[config.mk]
export PLATFORM = sky130hd
export DESIGN_NAME = inst0_byte_pipe
export DESIGN_NICKNAME = d
export VERILOG_FILES = /design/src/rtl/inst0_byte_pipe_pkg.sv /design/src/rtl/inst0_byte_pipe_stage.sv /design/src/rtl/inst0_byte_pipe.sv
export SDC_FILE = /design/constraint.sdc
export NUM_CORES = 1
export LEC_CHECK = 0
export ABC_CLOCK_PERIOD_IN_PS = 1000
export CAP_MARGIN = 10
export CORE_MARGIN = 4
export CORE_UTILIZATION = 50
export CTS_CLUSTER_DIAMETER = 200
export DETAILED_ROUTE_END_ITERATION = 12
export DONT_BUFFER_PORTS = 1
export GPL_ROUTABILITY_DRIVEN = 0
export GPL_TIMING_DRIVEN = 0
export PLACE_DENSITY = 0.75
export SYNTH_ARGS = -nofsm -noshare
export SYNTH_HDL_FRONTEND = slang
export SYNTH_SLANG_ARGS = --single-unit
[constraint.sdc]
create_clock -name clk -period 1 [get_ports clk]
set_input_delay 0.2 -clock clk [delete_from_list [all_inputs] [get_ports clk]]
set_output_delay 0.2 -clock clk [all_outputs]
set_load 0.02 [all_outputs]
[src/rtl/inst0_byte_pipe_pkg.sv]
// Shared types and limits for the inst0_byte_pipe retiming/whitening stage.
package inst0_byte_pipe_pkg;
  localparam int BYTE_W      = 8;
  localparam int LATENCY_MIN = 1;
  localparam int LATENCY_MAX = 16;
  localparam int CNT_W       = 16;

  typedef logic [BYTE_W-1:0] byte_t;

  typedef struct packed {
    logic  vld;
    byte_t data;
  } beat_t;
endpackage

[src/rtl/inst0_byte_pipe_stage.sv]
// One valid+data pipeline register; data holds its last value while the incoming beat is invalid.
module byte_pipe_stage
  import inst0_byte_pipe_pkg::*;
(
  input  logic  clk,
  input  logic  rst_n,
  input  beat_t d,
  output beat_t q
);
  always_ff @(posedge clk or negedge rst_n) begin
    if (!rst_n) begin
      q <= '0;
    end else begin
      q.vld <= d.vld;
      if (d.vld) q.data <= d.data;
    end
  end
endmodule

[src/rtl/inst0_byte_pipe.sv]
// Fixed-latency byte pipe with constant XOR mask; optional beat counter under BYTE_PIPE_CNT_EN.
module inst0_byte_pipe
  import inst0_byte_pipe_pkg::*;
#(
  parameter int          DATA_W   = 8,
  parameter int          LATENCY  = 2,
  parameter logic [7:0]  XOR_MASK = 8'h00
) (
  input  logic              clk,
  input  logic              rst_n,
  input  logic              din_valid,
  input  logic [DATA_W-1:0] din,
  output logic              dout_valid,
  output logic [DATA_W-1:0] dout
`ifdef BYTE_PIPE_CNT_EN
  ,
  output logic [CNT_W-1:0]  dout_cnt
`endif
);
  generate
    if (DATA_W != BYTE_W) begin : g_bad_w
      $fatal(1, "inst0_byte_pipe: DATA_W must be 8");
    end
    if (LATENCY < LATENCY_MIN || LATENCY > LATENCY_MAX) begin : g_bad_lat
      $fatal(1, "inst0_byte_pipe: LATENCY must be in 1..16");
    end else begin : g_pipe
      // pipe[0] is the combinational entry point; pipe[i+1] is stage i's register
      beat_t [LATENCY:0] pipe;

      assign pipe[0].vld  = din_valid;
      assign pipe[0].data = din ^ XOR_MASK;

      for (genvar i = 0; i < LATENCY; i++) begin : g_stg
        byte_pipe_stage u_stg (
          .clk   (clk),
          .rst_n (rst_n),
          .d     (pipe[i]),
          .q     (pipe[i+1])
        );
      end

      assign dout_valid = pipe[LATENCY].vld;
      assign dout       = pipe[LATENCY].data;
    end
  endgenerate

`ifdef BYTE_PIPE_CNT_EN
  always_ff @(posedge clk or negedge rst_n) begin
    if (!rst_n)          dout_cnt <= '0;
    else if (dout_valid) dout_cnt <= dout_cnt + CNT_W'(1);
  end
`endif
endmodule

==> results.md <==
* Outcome: completed
* Worst r2r dst: g_pipe.g_stg[1].u_stg.q[0]$_DFFE_PN0P_
* Final antenna-violating net count at 0
* Worst skew pair latency at 0.28 ns
* Initial Util at a little over half
* Worst r2r src: g_pipe.g_stg[0].u_stg.q[8]$_DFF_PN0_
* Die Width at 45.8 um
* Fin crit period at roughly 0.97 ns
* Placed Cells at 51
* Hold WC Path Type: input port to async pin
* Clk_skew at ~0.0045 ns
* Global-route wire length before repair at ~1600 um
* Distinct cells, synth at 3
* Vias in the first global route at 349
* Synth area leaders: dfrtp_1, mux2_4, buf_6
* Worst Setup EP: g_pipe.g_stg[1].u_stg.q[0]$_DFFE_PN0P_
* Overall power at 1.45 mW
* Main synth FF type: dfrtp_1
* Number of detailed-route iterations in the first pass at 2
* # IOs at 20
* CP startpoint kind: register
* Levels on crit path at 2
* CP Launch Point: g_pipe.g_stg[0].u_stg.q[8]$_DFF_PN0_
* Largest registers: g_pipe.g_stg.u_stg.q x18
* Clock Path Buffers at 2
* Post-synth ARST share at 100%
* Core footprint at 0.00132 mm2
* Static Leak at 0.385 nW
* Seq/Total Area, Yosys at between 60% and 70%
* Die ar. at between 0.002 and 0.0025 mm2
* Critical path capture point type: register
* Final hold slack at between 0.05 and 0.06 ns
* CP max FO at 8
* Nets at 54
* Top reg by flops: g_pipe.g_stg.u_stg.q
* Critical path's largest stage delay at ~0.40 ns
* DRT iter0 DRCs at 1
* Post-Route Utilization at between 50% and 60%
* Max FFs per register at 18
* Post-Layout Cell Count at between 50 and 60
* Max IR drop VDD at 899 uV
* Tightest Pin Transition at 0.769 ns
* Crit path DAT at roughly 1.1 ns
* Detail Placement HPWL at between 700 and 800 um
* Tcrit/Tclk final at between 90 and 100%
* Rows at 13
* Post-CTS Setup Inserts at 0
* Final wirelength at about 1100 um
* CTS tree: built
* RSZ-0062 raised after global routing: no
* Synth warnings at 0
* Syn avg cell area at 19.8 um2
* CTS root buf: clkbuf_4
* CTS H-tree depth at 1
* CTS buffer count at 3
* Count leader, synth: dfrtp_1
* Gr ovfl total at 0
* Post-synth top cells: dfrtp_1, mux2_4, buf_6
* Post-Synthesis Cells at 36
* Fin Setup TNS at 0 ns
* Synth Register Bits at 18
* Via Count at around 300
* F_max at about 1000 MHz
* Worst R2R Setup Slack at approximately 0.034 ns
* Crit path max-delay family: flip-flops
* Die Y at around 46 um
* Layout cells sized above 1 at ~51%
* Syn nets at 47
* Tot GR Track Use at a little under an eighth
* # fillers at slightly below 100
* Clock-pin transition on the worst setup and hold timing paths at approximately 0.090 ns
* Via density at 5.38
* Number of port buffers at 0
* Share of the synthesized area in the top cell type at 63.2%
* Largest net degree at the start of global routing at 19
* Worst setup path class: register to register
* WL per Instance at 19.1 um
* Crit path required time at 1.17 ns
* P&R area growth vs syn at 8.95%
* Initial antenna violation count at 0
* Final Hold Fails at 0
* PwrDens at about 1900 mW/mm2
* R2R cell count at 2
* Crit path max-delay cell type: dfrtp_1
* CP Buf/Inv Count at 1
* DRC errors left at 0
* Antenna diodes at 0
* Final max-slew violation count at 0
* Finish-stage setup viols at 0
* Sequential standard cell area at 450 um2
* Area of the multi-input gates at roughly 240 um2
* TritonCTS Sinks at 18
* Number of flops mapped to enable cells by yosys at 0
* Post-synth top area cell: dfrtp_1
* Synthesized area at about 710 um2
* CP cell instances: buf_6, mux2_4
* Max-cap violations at 0
* Rel. slew slack at around 50%
## power by group
| part | switching, mW | internal, mW | total (mW) |
|---|---|---|---|
| registers | 0.123 | 0.812 | 0.935 |
| logic | 0.0513 | 0.129 | 0.180 |
| clock network | 0.195 | 0.139 | 0.335 |
## kinds of logic after synthesis
| logic type | Yosys count | synth area share (%) |
|---|---|---|
| multiplexers | 16 | 33.7 |
| buffers and inverters | 2 | 3.16 |
| flip-flops | 18 | 63.2 |
## placed cells by master, fill, tap and decap left out
master           n
dfrtp_1         18
dlygate4sd3_1    1
clkbuf_4         3
dlymetal6s4s_1   1
mux2_4          16
buf_6            2
## layer usage
| layer | share of wire, % | GRT usage [%] | vias to the layer above | wire length [um] |
|---|---|---|---|---|
| met5 | 0 | 0 | - | 0 |
| met4 | 0 | 3.41 | 0 | 0 |
| met3 | 5.9 | 7.11 | 0 | 63 |
| met2 | 52 | 17.8 | 10 | 554 |
| met1 | 42 | 14.4 | 157 | 450 |
| li1 | - | - | 134 | - |
## worst min path at each step
stage	from	endpoint	slack (ns)	cells past startpoint
after floorplan	rst_n	g_pipe.g_stg[0].u_stg.q[0]$_DFFE_PN0P_	-0.1	0
after global placement	rst_n	g_pipe.g_stg[1].u_stg.q[0]$_DFFE_PN0P_	-0.1	0
after detailed placement	rst_n	g_pipe.g_stg[1].u_stg.q[4]$_DFFE_PN0P_	-0.1	0
after CTS	din[3]	g_pipe.g_stg[0].u_stg.q[3]$_DFFE_PN0P_	0.05	1
after global routing	din[6]	g_pipe.g_stg[0].u_stg.q[6]$_DFFE_PN0P_	0.03	1
final	rst_n	g_pipe.g_stg[1].u_stg.q[8]$_DFF_PN0_	0.05	1
## metrics by stage
stage | cell area [um2] | setup slack (ns)
after floorplan | 713 | 0.0863
after global placement | 732 | 0.0676
after detailed placement | 732 | 0.0428
after CTS | 774 | 0.0224
after global routing | 777 | 0.00166
final | 777 | 0.0335
## final cells by class
cell class                      instances  area share, %
Multi-Input combinational cell         16           30.9
Buffer                                  2           2.90
Timing Repair Buffer                    2           2.90
Clock buffer                            3           2.90
Sequential cell                        18           58.0
Tap cell                               15           2.42
## what timing repair did
item	in CTS	in global routing
endpoints found under the setup margin	0	18
hold endpoints to repair	19	0
hold buffers	2	0
gates resized for setup	0	1
## worst register-to-register path, cell delays in order (launching register included)
cell     delay, ns
dfrtp_1       0.40
buf_6         0.16
mux2_4        0.30
(Power assumes the default switching activity.)
